`config.mk`:
```
export PLATFORM = sky130hd
export DESIGN_NAME = mem_stage_controller
export DESIGN_NICKNAME = d
export VERILOG_FILES = /design/src/rtl/mem_stage_controller.sv
export SDC_FILE = /design/constraint.sdc
export NUM_CORES = 1
export LEC_CHECK = 0
export CORE_MARGIN = 2
export CORE_UTILIZATION = 38
export DETAILED_ROUTE_END_ITERATION = 10
export GPL_ROUTABILITY_DRIVEN = 0
export PLACE_DENSITY = 0.9
export SETUP_SLACK_MARGIN = 0.2
export SYNTH_ARGS = -nofsm -noshare
export SYNTH_HDL_FRONTEND = slang
export SYNTH_SLANG_ARGS = --single-unit
```
`constraint.sdc`:
```
create_clock -name clk -period 1.9 [get_ports clk]
set_clock_uncertainty 0.1 [all_clocks]
set_input_delay 0.38 -clock clk [delete_from_list [all_inputs] [get_ports clk]]
set_output_delay 0.38 -clock clk [all_outputs]
set_load 0.01 [all_outputs]
```
`src/rtl/mem_stage_controller.sv`:
```
// rtl/mem_stage_controller.sv - MEM-stage load/store sequencer with pipeline stall (optional MEM_TIMEOUT_EN abort)
module mem_stage_controller #(
    parameter int TIMEOUT_CYCLES = 255
) (
    input  logic        clk,
    input  logic        rst,
    input  logic [31:0] memAluResult,
    input  logic [31:0] memMemoryWriteData,
    input  logic        memMemRead,
    input  logic        memMemWrite,
    output logic        stall,
    output logic        dmemReqValid,
    output logic        dmemReqWrite,
    output logic [31:0] dmemAddr,
    output logic [31:0] dmemWData,
    input  logic        dmemReqReady,
    input  logic        dmemRespValid,
    input  logic [31:0] dmemRData,
    output logic [31:0] memReadData,
    output logic        memAccessError
);

    typedef enum logic [1:0] {IDLE, REQ, RESP, DONE} state_t;

    state_t state;
    state_t state_next;
    logic   access;
    logic   handshake;
    logic   abort;
    logic   unused_addr_lsb;

    assign access          = memMemRead | memMemWrite;
    assign handshake       = dmemReqValid & dmemReqReady;
    assign unused_addr_lsb = ^memAluResult[1:0];

`ifdef MEM_TIMEOUT_EN
    localparam logic [7:0] TIMEOUT_LAST = 8'(TIMEOUT_CYCLES - 1);

    logic [7:0] timeout_cnt;

    // A handshake or response landing on the last allowed cycle still wins.
    always_comb begin
        abort = 1'b0;
        if (timeout_cnt == TIMEOUT_LAST) begin
            if (state == REQ)
                abort = !handshake;
            else if (state == RESP)
                abort = !dmemRespValid;
        end
    end

    always_ff @(posedge clk) begin
        if (rst) begin
            timeout_cnt    <= 8'd0;
            memAccessError <= 1'b0;
        end else begin
            memAccessError <= abort;
            if (state == IDLE && access)
                timeout_cnt <= 8'd0;
            else if (state == REQ || state == RESP)
                timeout_cnt <= timeout_cnt + 8'd1;
        end
    end
`else
    logic unused_cfg;

    assign abort          = 1'b0;
    assign memAccessError = 1'b0;
    assign unused_cfg     = (TIMEOUT_CYCLES != 0);
`endif

    always_ff @(posedge clk) begin
        if (rst)
            state <= IDLE;
        else
            state <= state_next;
    end

    always_comb begin
        state_next = state;
        case (state)
            IDLE: if (access) state_next = REQ;
            REQ: begin
                if (handshake)
                    state_next = dmemReqWrite ? DONE : RESP;
                else if (abort)
                    state_next = DONE;
            end
            RESP: if (dmemRespValid || abort) state_next = DONE;
            DONE: state_next = IDLE;
            default: state_next = IDLE;
        endcase
    end

    // Stall depends only on state and strobes so the barriers never see memory-side timing.
    always_comb begin
        stall = 1'b0;
        case (state)
            IDLE:    stall = access;
            REQ:     stall = 1'b1;
            RESP:    stall = 1'b1;
            default: stall = 1'b0;
        endcase
    end

    always_ff @(posedge clk) begin
        if (rst) begin
            dmemReqValid <= 1'b0;
            dmemReqWrite <= 1'b0;
            dmemAddr     <= 32'd0;
            dmemWData    <= 32'd0;
            memReadData  <= 32'd0;
        end else begin
            case (state)
                IDLE: begin
                    if (access) begin
                        dmemReqValid <= 1'b1;
                        dmemReqWrite <= memMemWrite;
                        dmemAddr     <= {memAluResult[31:2], 2'b00};
                        dmemWData    <= memMemoryWriteData;
                    end
                end
                REQ: begin
                    if (handshake || abort)
                        dmemReqValid <= 1'b0;
                    if (!handshake && abort && !dmemReqWrite)
                        memReadData <= 32'hDEADBEEF;
                end
                RESP: begin
                    if (dmemRespValid)
                        memReadData <= dmemRData;
                    else if (abort)
                        memReadData <= 32'hDEADBEEF;
                end
                default: ;
            endcase
        end
    end

endmodule

```
==> flow_metrics.py, run 1 <==
metrics = {
    "timing": {
        "final_max_slew_viol_count": 0,
        "hold_viol_final": 0,
        "finalSetupViolCount": 0,
        "holdWs_ns": 0.309,
        "fin_crit_sh_pct": 92.5,
        "rsz0062_at_grt": "true",
        "max_freq_mhz": 569,
        "min_period_ns": 1.76,
        "fin_setup_tns_ns": 0,
    },
    "floorplan": {
        "coreArea_mm2": 0.00911,
        "die_height_um": 100,
        "fp.dieW_um": 100,
        "initial_core_util_pct": 38.6,
        "dieArea_mm2": 0.0100,
        "rows": 35,
        "ios": 202,
    },
    "pwr": {
        "switchingPower_w": 0.00227,
        "seqPwrFrac_pct": 40.6,
        "intPower_w": 0.00410,
        "clkPwrFrac_pct": 19.2,
        "p_sw_share_pct": 35.6,
        "vdd_drop_max_v": 0.000764,
        "powerDensity_mw_per_mm2": 1100,
        "comb_power_share_pct": 40.1,
        "p_leak_nw": 2.61,
    },
    "global_route": {
        "antenna_found_initial": 0,
        "grt_max_degree": 63,
        "grt_pass1_wl_mm": 16.3,
        "grt_util_all_layers_pct": 20.0,
        "overflow": 0,
        "grt_pass1_vias": 3620,
    },
    "logic_synthesis": {
        "yosys_warnings": 0,
        "netlist_area_mm2": 0.00352,
        "avgSynthCellArea_um2": 7.85,
        "synth-seq-area-share_pct": 55.8,
        "ys_types": 21,
        "synth_cells": 448,
        "ys_seq_elements": 98,
    },
    "finish": {
        "antenna_cells": 0,
        "drive_above_1_share_pct": 7.26,
        "fin_nets": 749,
        "final_common_cell": "nand2_1",
        "syn_to_final_growth_pct": 64.2,
        "stdcell_area_mm2": 0.00578,
        "layout_common_cells": "nand2_1 (195), dlygate4sd2_1 (97), dfxtp_1 (96), clkdlybuf4s50_1 (96), a21oi_1 (95)",
    },
    "clock_tree": {
        "clock_path_buffers": 2,
        "cts.clk_slew.worst_paths_ns": 0.09,
        "insertion_delay_ns": 0.34,
        "ctsHoldBuffers": 0,
        "ctsHtreeMaxLevel": 3,
        "clkSinkCount": 98,
        "cts_buffers": 9,
        "cts_tree": "built",
        "root_buffer": "clkbuf_8",
    },
    "critical_path": {
        "crit_arrival_ns": 1.28,
        "timing.rr.end": "state[1]",
        "path_max_fanout": 2,
        "path_class": "flip-flop to primary output",
        "cp_data_required_time_ns": 1.42,
        "r2r-start": "state[0]",
        "start_kind": "flip-flop",
        "slowest_delay_ns": 0.34,
        "cp_cell_sequence": "inv_2, ha_4, o21a_4, nor2_4, nor2_2, buf_2",
        "critPathSlowestCell": "dfxtp_2",
        "reg2reg_slack_ns": 0.27,
        "reg2reg_depth": 7,
        "cp-end-kind": "primary output",
    },
    "placed_design": {
        "dp_hpwl_mm": 7.42,
        "place_area_mm2": 0.00566,
        "port-buffer-count": 196,
    },
    "hold_path": {
        "min_path_type": "input port to flip-flop",
        "hold_end": "dmemWData[21]",
        "min-delay-start": "rst",
        "min_path_cells": 2,
    },
    "drt": {
        "vias": 3582,
        "antenna_left": 0,
        "drt-wirelength-per-cell_um": 13.4,
        "firstDrtPassIters": 4,
        "wirelength_mm": 10.1,
        "via_per_inst": 4.73,
        "drc_errors": 0,
        "drtIter0Drc": 105,
    },
    "run": {
        "cap_viol_max_count": 0,
    },
    "status": {
        "status": "completed",
    },
}
## metal layers
metal | track usage (%) | wire (um) | vias up
met5 | 0 | 0 | -
met3 | 6.34 | 830 | 23
met1 | 21.9 | 3920 | 1610
li1 | - | - | 1811
met4 | 8.43 | 279 | 0
met2 | 35.5 | 5110 | 138
## worst max-delay path, delay by kind of cell (launching register included)
family	cells	cell delay (ns)
AO/OA/AOI/OAI	1	0.12
flip-flops	1	0.34
buffers and inverters	2	0.18
AND/OR/NAND/NOR	2	0.13
adder cells (fa/ha/maj)	1	0.15
## final cells by class
class,instances,area [um^2]
fillers,812,3330
repair buffers,215,2040
flip-flops and latches,98,1960
multi-input cells,313,1440
clock buffers,11,141
well taps,111,139
clock inverters,5,40.0
inverters,5,18.8
## logic make-up (layout without fill, tap and decap cells)
kind of cell / Yosys count / in the layout / share of synthesized area (%)
AO/OA/AOI/OAI: 101 / 101 / 14.9
adder cells (fa/ha/maj): 5 / 5 / 1.78
buffers and inverters: 39 / 236 / 5.09
flip-flops: 98 / 98 / 55.8
multiplexers: 2 / 2 / 0.569
other: 1 / 3 / 0.107
AND/OR/NAND/NOR: 202 / 202 / 21.8
## cell usage after synthesis
library cell,instances,area (um^2)
o21ai_2,1,8.76
buf_1,7,26.3
conb_1,1,3.75
mux2i_1,2,20.0
a21oi_1,95,475
buf_4,3,22.5
nand2_1,196,736
ha_1,5,62.6
dfxtp_1,98,1960
buf_2,17,85.1
and3_1,1,6.26
inv_1,5,18.8
clkbuf_1,7,26.3
a222oi_1,1,10.0
nor2_1,3,11.3
a211oi_1,1,7.51
o21a_1,1,7.51
and2_1,1,6.26
o31ai_1,1,7.51
nor2b_1,1,6.26
o32ai_1,1,8.76
## what timing repair did
item,4_1_cts,5_1_grt
resized for setup,108,8
buffers inserted,1,2
pin swaps,4,2
endpoints found under the setup margin,100,91
## power by group through the flow
stage          Combinational (W)  Sequential, W  Clock, W
2_1_floorplan            0.00119        0.00280         0
3_3_place_gp             0.00262        0.00262         0
3_5_place_dp             0.00269        0.00264         0
4_1_cts                  0.00252        0.00259   0.00126
5_1_grt                  0.00283        0.00263   0.00134
6_report                 0.00256        0.00259   0.00123
## state kept, by name, indices dropped and copies added (netlist names)
signal / count
dmemReqWrite: 1
dmemWData: 32
dmemAddr: 30
state: 2
memReadData: 32
dmemReqValid: 1
## per-stage QoR
step | util (%) | worst slack (ns) | power [W] | cells
after global routing | 63.4 | 0.0658 | 0.00681 | 758
after CTS | 63.0 | 0.118 | 0.00637 | 756
after floorplan | - | 0.202 | 0.00399 | 450
after global placement | 62.1 | -0.311 | 0.00523 | 739
final | 63.4 | 0.143 | 0.00637 | 758
after detailed placement | 62.1 | -0.316 | 0.00533 | 739
## worst max-delay path by stage
stage	from	to	slack [ns]	cells past startpoint
after global placement	memMemWrite	stall	-0.31	5
after CTS	state[0]	stall	0.12	6
final	state[0]	stall	0.14	6
after detailed placement	memMemWrite	stall	-0.32	5
after floorplan	state[0]	stall	0.20	7
after global routing	state[0]	stall	0.07	6
(Power assumes the default switching activity.)
==> run 2: changes to the inputs <==
--- a/config.mk
+++ b/config.mk
@@ -8,7 +8,7 @@
 export CORE_MARGIN = 2
 export CORE_UTILIZATION = 38
 export DETAILED_ROUTE_END_ITERATION = 10
-export GPL_ROUTABILITY_DRIVEN = 0
+export GPL_ROUTABILITY_DRIVEN = 1
 export PLACE_DENSITY = 0.9
 export SETUP_SLACK_MARGIN = 0.2
 export SYNTH_ARGS = -nofsm -noshare
==> results of run 2 <==
Final layout, timing and power as in run 1 (identical DEF).
==> run 3: changes to the inputs <==
--- a/config.mk
+++ b/config.mk
@@ -5,6 +5,7 @@
 export SDC_FILE = /design/constraint.sdc
 export NUM_CORES = 1
 export LEC_CHECK = 0
+export CAP_MARGIN = 25
 export CORE_MARGIN = 2
 export CORE_UTILIZATION = 38
 export DETAILED_ROUTE_END_ITERATION = 10
==> results of run 3 <==
Final layout, timing and power as in run 1 (identical DEF).
==> RTL edit: new RTL, settings of run 3 <==
Add a define of `MEM_TIMEOUT_EN`.
--- a/src/rtl/mem_stage_controller.sv
+++ b/src/rtl/mem_stage_controller.sv
@@ -1,3 +1,5 @@
 // rtl/mem_stage_controller.sv - MEM-stage load/store sequencer with pipeline stall (optional MEM_TIMEOUT_EN abort)
+`define MEM_TIMEOUT_EN
+
 module mem_stage_controller #(
     parameter int TIMEOUT_CYCLES = 255
Behaviour: no difference found for any inputs over 4 cycles, from zero or initial values and one cycle with rst high; that may be too few to reach the edited logic, so the function may still have changed.
==> RTL edit against run 3 <==
Cell area increased by 22%. Worst setup slack got worse by 0.091 ns. Synthesized area increased by 15%. Clock power increased by 6%. Total power increased by 27%. Die area increased by 15%. Wire length increased by 41%. Sequential cell count increased by 9. Fmax decreased by 4.9%. Sequential power increased by 14%. Synthesized cell count increased by 13%. Sequential share of layout area decreased by 3.6 points. Critical path type is now in2reg. Critical endpoint is now memReadData[25].
==> RTL edit: results (changes against run 3) <==
* Top cells by count, synth: nand2_1 (142), dfxtp_1 (107), a21oi_1 (75)
* Seq/Total Area, Yosys at 52.76% (-3.0 points)
* Synth Area in Compound Gates at 11.37% (-3.6 points)
* Hold_ws at 0.3327 ns (+0.02388 ns)
* Dominant cells by area after synthesis: dfxtp_1 (53%), nand2_1 (13%), a21oi_1 (9.2%)
* WL final at 14.31 mm (+41%)
* Status: complete, no violations
* Area Growth Syn to Fin at 74.08%
* Reg clk slew, reported paths at 0.10 ns
* Slowest CP cell: clkdlybuf4s50_1
* Reg2Reg Launch Point: timeout_cnt[5]
* CP delay by family, top: buffers and inverters
* CP Max Fanout at 8 (+6)
* Layout filler cell count at 825 (+1.6%)
* Area post-placement at 0.006271 mm^2 (+11%)
* Reg-to-Reg End: memReadData[25]
* Maximum vdd ir drop at 786.2 uV (+2.9%)
* Antenna diodes at 0 (unchanged)
* Total number of vias at 4,419 (+23%)
* Fin nets at 824 (+10%)
* Yosys cell types at 36 (+71%)
* Global-route usage over all layers at 21.29% (+1.3 points)
* HPWL after DPL at 8.589 mm (+16%)
* Dpl ws at -0.5254 ns (-0.2090 ns)
* Critical Path Max Stage Delay at 0.44 ns (+0.10 ns)
* Cell Count, Final, Fillers Out at 856 (+13%)
* Layout cells sized above 1 at 20.28% (+13 points)
* Adder-Cell Fraction of Synth Area at 2.157% (+0.38 points)
* Synth Area in XOR/XNOR at 1.079% (+1.1 points)
* Hold Path Sink: state[1]
* Mux share of post-synthesis cell area at 0.4931% (-0.076 points)
* Port bufs at 197 (+0.51%)
* Routability congestion estimate at 0.7587 (-1.6%)
==> RTL edit: cell count changes after synthesis, sizes merged, moves of 9 or more <==
cell    before  now
dfxtp       98  107
a21oi       95   75
nor3         0   49
buf         27   17
nand3        0    9
nand2      196  142
clkbuf       7   23
nor2         3   36
==> RTL edit: through the flow <==
step | setup TNS (ns) | total power [mW]
CTS | 0 | 7.698
finish | 0 | 8.120
floorplan | 0 | 4.734
global placement | -14.60 | 6.260
global route | 0 | 8.628
detailed placement | -19.57 | 6.399
==> RTL edit: cells by family (layout without fill, tap and decap cells) <==
kind of cell	Yosys count	after routing
and+or+nand+nor	253	253
DFF	107	107
buffers and inverters	43	256
adders and majority gates	7	7
xor gates and xnor gates	5	5
muxes	2	2
other	1	2
AOI/OAI and AO/OA	88	88
==> RTL edit: worst max-delay path by stage <==
| stage | cells past startpoint | slack [ns] | end | from |
|---|---|---|---|---|
| 3_3_place_gp | 7 | -0.49 | stall | memMemWrite |
| 3_5_place_dp | 7 | -0.53 | stall | memMemWrite |
| 2_1_floorplan | 7 | 0.20 | stall | state[1] |
| 6_report | 8 | 0.05 | memReadData[25] | dmemReqReady |
| 5_1_grt | 7 | 0.02 | memReadData[25] | timeout_cnt[5] |
| 4_1_cts | 5 | 0.05 | stall | state[1] |
==> RTL edit: per-layer routing <==
layer	up-vias	track usage (%)	wire length (um)
met5	-	0	0
met4	0	8.425	438
met3	38	4.843	922
met2	188	39.06	7473
met1	2101	23.71	5473
li1	2092	-	-
==> RTL edit: power breakdown <==
part / leakage [nW] / internal, mW / switching [mW] / total [mW]
combinational: 2.11 / 1.76 / 2.10 / 3.86
sequential: 0.878 / 2.71 / 0.249 / 2.96
clock: 0.0778 / 0.516 / 0.786 / 1.30
total: 3.07 / 4.98 / 3.14 / 8.12
==> RTL edit: worst register-to-register path: stages (launching register included) <==
cell     delay [ns]
dfxtp_1        0.41
and4_1         0.30
a41o_1         0.27
nand2_4        0.09
buf_6          0.13
buf_16         0.15
nor3_4         0.20
nor3_2         0.06
==> RTL edit: area by class of cell <==
cell class,instances,area share (%)
Clock buffer,11,2.000
Clock inverter,5,0.5488
Inverter,3,0.1593
Multi-Input combinational cell,357,31.17
Sequential cell,107,30.41
Tap cell,136,2.408
Timing Repair Buffer,237,33.30
==> RTL edit: what timing repair did <==
item,in CTS,in global routing
hold buffers,0,0
setup buffers,8,3
pin swaps,19,39
cloned,4,2
gates resized for setup,144,78
endpoints found under the setup margin,196,101
